[src/rtl/intt_pkg.sv]
// Shared constants, state encoding and butterfly address helper for the
// inverse-NTT schedule controllers.
package intt_pkg;

  localparam int N            = 256;
  localparam int LAYERS       = 7;
  localparam int ADDR_W       = 8;
  localparam int ZADDR_W      = 7;
  localparam int Q            = 3329;
  localparam int BF_PER_LAYER = 128;

  typedef enum logic [1:0] {
    S_IDLE  = 2'd0,
    S_ISSUE = 2'd1,
    S_DRAIN = 2'd2,
    S_DONE  = 2'd3
  } state_t;

  typedef struct packed {
    logic [ADDR_W-1:0]  a;
    logic [ADDR_W-1:0]  b;
    logic [ZADDR_W-1:0] k;
  } bf_addr_t;

  // Gentleman-Sande indexing: butterfly c of layer l touches j and j+len,
  // with zetas consumed from the top of the table downwards.
  function automatic bf_addr_t bf_addr(input logic [2:0] l, input logic [6:0] c);
    bf_addr_t   r;
    logic [7:0] len;
    logic [7:0] g;
    logic [7:0] off;
    logic [3:0] sh;
    len = 8'd2 << l;
    g   = {1'b0, c} >> (l + 3'd1);
    off = {1'b0, c} & (len - 8'd1);
    sh  = {1'b0, l} + 4'd2;
    r.a = (g << sh) + off;
    r.b = r.a + len;
    r.k = 7'((8'd128 >> l) - 8'd1 - g);
    return r;
  endfunction

endpackage

[src/rtl/intt_wb_delay.sv]
// Fixed-depth delay line carrying {valid, a, b} from issue to write-back.
module intt_wb_delay #(
  parameter int DEPTH = 25,
  parameter int WIDTH = 17
) (
  input  logic             clk,
  input  logic             clr,
  input  logic [WIDTH-1:0] din,
  output logic [WIDTH-1:0] dout
);

  logic [WIDTH-1:0] sr_q [DEPTH];
  logic [WIDTH-1:0] sr_d [DEPTH];

  always_comb begin
    sr_d[0] = din;
    for (int i = 1; i < DEPTH; i++) begin
      sr_d[i] = sr_q[i-1];
    end
  end

  // Clearing every stage drops in-flight writes of an aborted transform.
  always_ff @(posedge clk) begin
    if (clr) begin
      for (int i = 0; i < DEPTH; i++) begin
        sr_q[i] <= '0;
      end
    end else begin
      sr_q <= sr_d;
    end
  end

  assign dout = sr_q[DEPTH-1];

endmodule

[src/rtl/intt_ctrl.sv]
// Inverse-NTT schedule controller: issues one butterfly per cycle and
// replays its A/B addresses as write-back addresses after the butterfly latency.
module intt_ctrl
  import intt_pkg::*;
#(
  parameter int BU_LAT = 24,
  parameter int RD_LAT = 1
) (
  input  logic               clk,
  input  logic               rst,
  input  logic               start,
  output logic               busy,
  output logic               done,
  output logic               rd_en,
  output logic [ADDR_W-1:0]  rd_addr_a,
  output logic [ADDR_W-1:0]  rd_addr_b,
  output logic [ZADDR_W-1:0] zeta_addr,
  output logic               wr_en,
  output logic [ADDR_W-1:0]  wr_addr_a,
  output logic [ADDR_W-1:0]  wr_addr_b,
  output logic [2:0]         layer
);

  localparam int L  = RD_LAT + BU_LAT;
  localparam int DW = (L > 1) ? $clog2(L) : 1;
  localparam int WBW = 1 + 2 * ADDR_W;

  state_t             state_q, state_d;
  logic [2:0]         layer_q, layer_d;
  logic [6:0]         c_q, c_d;
  logic [DW-1:0]      dcnt_q, dcnt_d;
  logic               busy_q, busy_d;
  logic               done_q, done_d;
  logic               rd_en_q, rd_en_d;
  logic [ADDR_W-1:0]  rd_a_q, rd_a_d;
  logic [ADDR_W-1:0]  rd_b_q, rd_b_d;
  logic [ZADDR_W-1:0] zeta_q, zeta_d;
  bf_addr_t           nxt;
  logic [WBW-1:0]     wb_out;

  always_comb begin
    state_d = state_q;
    layer_d = layer_q;
    c_d     = c_q;
    dcnt_d  = dcnt_q;
    busy_d  = busy_q;
    done_d  = 1'b0;
    rd_en_d = 1'b0;
    rd_a_d  = rd_a_q;
    rd_b_d  = rd_b_q;
    zeta_d  = zeta_q;
    unique case (state_q)
      S_IDLE: begin
        if (start) begin
          state_d = S_ISSUE;
          layer_d = 3'd0;
          c_d     = 7'd0;
          busy_d  = 1'b1;
          rd_en_d = 1'b1;
        end
      end
      S_ISSUE: begin
        if (c_q == 7'd127) begin
          state_d = S_DRAIN;
          c_d     = 7'd0;
          dcnt_d  = '0;
        end else begin
          c_d     = c_q + 7'd1;
          rd_en_d = 1'b1;
        end
      end
      S_DRAIN: begin
        if (dcnt_q == DW'(L - 1)) begin
          if (layer_q == 3'(LAYERS - 1)) begin
            state_d = S_DONE;
            done_d  = 1'b1;
          end else begin
            state_d = S_ISSUE;
            layer_d = layer_q + 3'd1;
            c_d     = 7'd0;
            rd_en_d = 1'b1;
          end
        end else begin
          dcnt_d = dcnt_q + DW'(1);
        end
      end
      S_DONE: begin
        state_d = S_IDLE;
        busy_d  = 1'b0;
      end
      default: state_d = S_IDLE;
    endcase
    // Addresses are computed for the butterfly about to appear on the outputs.
    nxt = bf_addr(layer_d, c_d);
    if (rd_en_d) begin
      rd_a_d = nxt.a;
      rd_b_d = nxt.b;
      zeta_d = nxt.k;
    end
  end

  always_ff @(posedge clk) begin
    if (rst) begin
      state_q <= S_IDLE;
      layer_q <= 3'd0;
      c_q     <= 7'd0;
      dcnt_q  <= '0;
      busy_q  <= 1'b0;
      done_q  <= 1'b0;
      rd_en_q <= 1'b0;
      rd_a_q  <= '0;
      rd_b_q  <= '0;
      zeta_q  <= '0;
    end else begin
      state_q <= state_d;
      layer_q <= layer_d;
      c_q     <= c_d;
      dcnt_q  <= dcnt_d;
      busy_q  <= busy_d;
      done_q  <= done_d;
      rd_en_q <= rd_en_d;
      rd_a_q  <= rd_a_d;
      rd_b_q  <= rd_b_d;
      zeta_q  <= zeta_d;
    end
  end

  // A butterfly visible on the read port in cycle t writes back in cycle t+L.
  intt_wb_delay #(
    .DEPTH (L),
    .WIDTH (WBW)
  ) u_wb_delay (
    .clk  (clk),
    .clr  (rst),
    .din  ({rd_en_q, rd_a_q, rd_b_q}),
    .dout (wb_out)
  );

  assign busy      = busy_q;
  assign done      = done_q;
  assign rd_en     = rd_en_q;
  assign rd_addr_a = rd_a_q;
  assign rd_addr_b = rd_b_q;
  assign zeta_addr = zeta_q;
  assign layer     = layer_q;
  assign wr_en     = wb_out[WBW-1];
  assign wr_addr_a = wb_out[2*ADDR_W-1:ADDR_W];
  assign wr_addr_b = wb_out[ADDR_W-1:0];

endmodule

[config.mk]
export PLATFORM = sky130hd
export DESIGN_NAME = intt_ctrl
export DESIGN_NICKNAME = d
export VERILOG_FILES = /design/src/rtl/intt_pkg.sv /design/src/rtl/intt_wb_delay.sv /design/src/rtl/intt_ctrl.sv
export SDC_FILE = /design/constraint.sdc
export NUM_CORES = 1
export LEC_CHECK = 0
export CAP_MARGIN = 25
export CORE_MARGIN = 2
export CORE_UTILIZATION = 28
export DETAILED_ROUTE_END_ITERATION = 8
export GPL_TIMING_DRIVEN = 0
export SYNTH_ARGS = -nofsm -noshare
export SYNTH_HDL_FRONTEND = slang
export SYNTH_SLANG_ARGS = --single-unit
[constraint.sdc]
create_clock -name clk -period 9.17 [get_ports clk]
set_input_delay 1.3755 -clock clk [delete_from_list [all_inputs] [get_ports clk]]
set_output_delay 1.3755 -clock clk [all_outputs]
set_load 0.05 [all_outputs]
==> flow_metrics.py <==
metrics = {
    "detailed_routing": {
        "met3_length_um": 1170,
        "top_layer": "met4",
        "drt_iter0_markers": 319,
        "dr.pass1.iters": 4,
        "avgRoutedWirePerCell_um": 11.59,
        "ant_nets": 0,
        "vias": 8323,
        "routed_via_density": 4.003,
        "drc": 0,
        "totalWireLength_um": 24100,
        "met1_length_um": 10850,
        "wl_met2_um": 11340,
    },
    "critical_path": {
        "regToRegSetupSlack_ps": 2590,
        "arrival_ps": 7420,
        "cp-start-kind": "input pin",
        "timing.rr.end": "rd_addr_b[7]",
        "worstSetupPathType": "input pin to flip-flop",
        "worstPathMaxFanout": 11,
        "cp_data_required_time_ps": 9620,
        "timing.rr.start": "dcnt_q[0]",
        "r2r_cells": 30,
        "endpoint_kind": "flip-flop",
    },
    "final_layout": {
        "diodes": 0,
        "drive_gt1_frac": 0.08031,
        "final_cell_mix": "dfxtp_1, nor2b_1, clkbuf_1",
        "final_common_cell": "dfxtp_1",
        "area_growth_syn_to_layout_pct": 19.53,
        "nets": 1413,
    },
    "sta": {
        "finalHoldViolations": 0,
        "min_period_ps": 6972,
        "rsz0062_at_grt": "no",
        "tns_ps": 0,
        "tightest_slew_ps": 896.4,
        "drv_slew": 0,
        "fin_crit_sh": 0.7603,
        "hold_slack_ps": 428.2,
        "setup_viol": 0,
        "relSlewSlack": 0.4024,
        "timing.fmax_mhz": 143.4,
        "clock_skew_ps": 17.54,
    },
    "power": {
        "p_total_mw": 3.818,
        "p_per_area_nw_per_um2": 225.6,
        "vdd_drop_max_mv": 0.1310,
        "power_leakage_nw": 6.622,
    },
    "floorplan": {
        "rows": 82,
        "dieHeight_um": 228.9,
        "die_area_um2": 52380,
        "boundaryPins": 49,
        "start_util": 0.2828,
        "fp.dieW_um": 228.9,
        "core_um2": 50070,
    },
    "synthesis": {
        "synth_cell_types": 67,
        "ys_async_sr_fraction": 0,
        "synth_area_um2": 14160,
        "synth_warnings": 0,
        "syn_avg_cell_area_um2": 11.04,
        "synth_ff_type": "dfxtp_1",
        "yosysSeqAreaShare": 0.6250,
        "netlist_instances": 1282,
        "yosys_register_bits": 442,
        "syn_nets": 1320,
        "synth_edf_count": 0,
    },
    "clocking": {
        "htree_levels": 2,
        "clockBufferDepth": 3,
        "clk_pin_slew_ps": 60,
        "holdBufCountCts": 0,
        "cts_resized": 0,
        "cts_made_buffers": 42,
        "postCtsSetupBuffers": 0,
        "clock_sinks": 442,
        "worstSkewPairLatency_ps": 570,
        "clockRootBuffer": "clkbuf_16",
        "tritoncts": "done",
    },
    "worst_hold_path": {
        "hold_start": "u_wb_delay.sr_d[332]",
        "holdPathEnd": "u_wb_delay.sr_d[315]",
        "min_path_cells": 1,
        "hold_path_class": "flip-flop to flip-flop",
    },
    "grt": {
        "grt_pass1_vias": 8299,
        "grt_overflow": 0,
        "grt_use_total": 0.09467,
        "antenna_found_initial": 1,
        "grt_pass1_wl_um": 40000,
        "grt_max_degree": 16,
    },
    "placed_design": {
        "placement.io_buffers": 47,
        "gp_congestion": 0.8548,
        "hpwl_um": 16730,
    },
    "outcome": {
        "run_status": "finished clean",
    },
    "job": {
        "cap_violations": 0,
    },
}
[stage by stage]
step | area, um^2 | setup WS [ps] | std cells | utilization
after floorplan | 14160 | 2923 | 1282 | -
after global placement | 15470 | 1406 | 2001 | 0.3090
after detailed placement | 15470 | 1351 | 2001 | 0.3090
after CTS | 16900 | 1941 | 2077 | 0.3376
after global routing | 16920 | 1721 | 2079 | 0.3380
final | 16920 | 2198 | 2079 | 0.3380
[worst max path at each step]
stage	depth (start not counted)	endpoint	startpoint	slack (ps)
2_1_floorplan	21	rd_addr_b[7]	start	2920
3_3_place_gp	22	rd_addr_b[7]	start	1410
3_5_place_dp	22	rd_addr_b[7]	start	1350
4_1_cts	22	rd_addr_b[7]	start	1940
5_1_grt	28	rd_addr_b[7]	start	1720
6_report	28	rd_addr_b[7]	start	2200
[synth_stat cells (3+ instances only)]
library cell	instances	area, um^2
dfxtp_1	442	8848
nor2b_1	406	2540
clkbuf_1	57	214.0
nor2_1	45	168.9
nand2_1	39	146.4
a21oi_1	36	180.2
ha_1	32	400.4
inv_1	24	90.09
buf_4	19	142.6
o21ai_0	14	70.07
xnor2_1	13	113.9
nand3_1	11	55.05
nor3_1	11	55.05
a21o_1	10	75.07
xor2_1	10	87.58
a211oi_1	8	60.06
and2_1	8	50.05
nand2b_1	6	37.54
o21bai_1	6	45.04
buf_2	4	20.02
mux2i_1	4	40.04
nand4_1	4	25.02
nor4_1	4	25.02
o21a_1	4	30.03
a22o_1	3	26.28
a22oi_1	3	22.52
a2bb2oi_1	3	26.28
a31oi_1	3	18.77
fa_1	3	60.06
o211ai_1	3	22.52
[sequential cells by signal, indices dropped and copies added (netlist names)]
name             cells
c_q                  7
u_wb_delay.sr_d    384
layer                3
zeta_addr            7
rd_addr_b            7
busy                 1
rd_addr_a            8
state_q              2
rd_en                1
done                 1
u_wb_delay.dout     16
dcnt_q               5
[layer usage]
| metal | up-vias | GRT usage |
|---|---|---|
| met2 | 151 | 0.1619 |
| met1 | 3845 | 0.1113 |
| met3 | 55 | 0.02532 |
| met5 | - | 0 |
| met4 | 0 | 0.04160 |
| li1 | 4272 | - |
[worst max-delay path, cell delays in order]
cell and delay, ps:
clkdlybuf4s50_1 540, nor2_1 80, o21ai_0 290, o311ai_4 210, buf_2 240, ha_1 230
ha_1 370, clkbuf_1 380, o21ai_0 160, o22ai_1 260, mux2i_1 160, or2_2 330
nor3_1 170, ha_1 200, inv_1 50, fa_1 390, inv_1 70, a21o_1 100
a21oi_1 80, xnor2_1 300, ha_1 300, inv_1 100, o21bai_1 110, a21o_1 190
a21oi_1 170, xor2_1 240, o211ai_1 120, nor3b_2 190
[cells by family (layout without fill, tap and decap cells)]
group | after synthesis | count (layout) | synth area share
AOI/OAI and AO/OA | 117 | 117 | 0.05771
DFF | 442 | 442 | 0.6250
and+or+nand+nor | 549 | 549 | 0.2284
buffers and inverters | 107 | 232 | 0.03376
xor gates and xnor gates | 23 | 23 | 0.01423
adders and majority gates | 35 | 35 | 0.03252
muxes | 9 | 9 | 0.008396
[area by class of cell]
cell class,count,area (um^2)
fillers,5070,33150
flip-flops and latches,442,8848
multi-input cells,733,4831
clock buffers,60,1249
well taps,672,840.8
repair buffers,49,490.5
plain buffers,81,380.4
clock inverters,16,185.2
inverters,26,97.59
[where the power goes]
group          internal [mW]  switching [mW]  total (mW)
Combinational         0.0385          0.0928       0.131
Sequential              1.93         0.00736        1.94
Clock                   1.02           0.729        1.75
No activity file was read; power rests on OpenSTA's default activity.
==> patch, RTL diff (same settings) <==
`BU_LAT`: 24 -> 48.
--- a/src/rtl/intt_ctrl.sv
+++ b/src/rtl/intt_ctrl.sv
@@ -4,5 +4,5 @@
   import intt_pkg::*;
 #(
-  parameter int BU_LAT = 24,
+  parameter int BU_LAT = 48,
   parameter int RD_LAT = 1
 ) (
Check against the original RTL: same outputs for any inputs over 10 cycles, from zero or initial values and one cycle with rst high; that may be too few to reach the edited logic, so the function may still have changed.
==> patch against the unedited design <==
- utilization decreased by 0.085 points
- sequential share of layout area is 4.2 points higher
- cell area is 73% higher
- power grew 86%
- via count up 55%
- synthesized area is 74% higher
- die area rose by 72%
- first-iteration DRC count increased by 61%
- clock skew is 0.017 ns higher
- global-route usage decreased by 0.51 points
- worst setup slack got worse by 0.39 ns
- final cell count is 67% higher
- wire length rose by 64%
- sequential cell count up 385
- critical path type unchanged
- highest routed layer unchanged
==> patch: results (changes against the unedited design) <==
FF-to-FF path depth: 27 (-10%)
Commonest cells post-synth: dfxtp_1 (827), nor2b_1 (791), clkbuf_1 (100), nand2_1 (57), a21oi_1 (45)
Gpl congestion: 0.866 (+1.3%)
Initial antenna violation count: 2 (+1)
Clk tree area frac: 9.46% (+0.98 points)
Slowest-stage cell, CP: mux4_2
Multi-input gate count: 1143 (+56%)
Arrival time at the worst endpoint: 7.87 ns (+0.45 ns)
Grt met3 use: 2.27% (-0.27 points)
WL per Instance: 11.4 microns (-2.0%)
DRT iter0 DRCs: 515 (+61%)
Cell count after synthesis: 2121 (+65%)
PortBufs: 48 (+2.1%)
Vias in the first global route: 12300 (+48%)
Largest net degree at the start of global routing: 15 (-1)
# fillers: 8565 (+69%)
First-pass GRT wire length: 63.8 mm (+60%)
Tot GR Track Use: 8.96% (-0.51 points)
Pre-CTS WS: 1.26 ns (-0.0861 ns)
Synth top area cells: dfxtp_1 (67%), nor2b_1 (20%), ha_1 (1.6%)
Clock buffers: 120 (+100%)
Leakage: 11.3 nW (+71%)
Final HPWL DP: 26.3 mm (+57%)
R2R setup slack: 2.12 ns (-0.47 ns)
Signal buf overhead: 3.57% (-1.6 points)
# rows: 108 (+32%)
Synth Net Count: 2158 (+63%)
Fraction of layout cells with a size suffix above 1: 7.80% (-0.23 points)
WL met3: 1.75 mm (+50%)
Clk_skew: 0.0346 ns (+0.0170 ns)
Critical path's largest stage delay: 0.69 ns (+0.15 ns)
Met1 Use GR: 12.1% (+0.93 points)
Sequential share of the synthesized area: 67.3% (+4.8 points)
Max reg flops: 768 (+100%)
Vias/cell: 3.71 (-7.4%)
Worst hold slack: 0.410 ns (-0.0184 ns)
Worst vdd ir: 0.121 mV (-7.6%)
Register area: 0.0166 sq mm (+87%)
Flops & latches, synth: 827 (+87%)
Grt met2 use: 13.9% (-2.3 points)
H-tree levels: 3 (+1)
Hold endpoint: u_wb_delay.sr_d[173]
DP Area: 0.0265 sq mm (+71%)
Met2 wire length: 17.3 mm (+52%)
DP Cell Count: 3324 (+66%)
Post-synth cell types: 74 (+10%)
Status: finished, final reports clean
DRT Wirelength: 39.5 mm (+64%)
## patch: cell count changes after synthesis, moves of 9 or more
cell / unedited run / this run
nor2b_1: 406 / 791
clkbuf_1: 57 / 100
nand2_1: 39 / 57
or3_1: 0 / 9
a21oi_1: 36 / 45
dfxtp_1: 442 / 827
## patch: worst max path at each step
stage,startpoint,cells after the start,endpoint
global placement,start,26,rd_addr_b[7]
finish,start,26,rd_addr_b[7]
CTS,start,26,rd_addr_b[7]
global route,start,26,rd_addr_b[7]
floorplan,start,25,rd_addr_b[7]
detailed placement,start,26,rd_addr_b[7]
## patch: cells by family after synthesis
logic type,count (synthesis),share of synthesized area [%]
and+or+nand+nor,955,23.4
DFF,827,67.3
buffers and inverters,151,2.70
AOI/OAI and AO/OA,123,3.53
adders and majority gates,34,1.82
xor gates and xnor gates,24,0.855
muxes,7,0.402
## patch: power by group
group          switching, mW  leakage, nW  internal, mW
logic                  0.114         3.32        0.0342
registers            0.00676         6.66          3.60
clock network           1.39         1.35          1.94
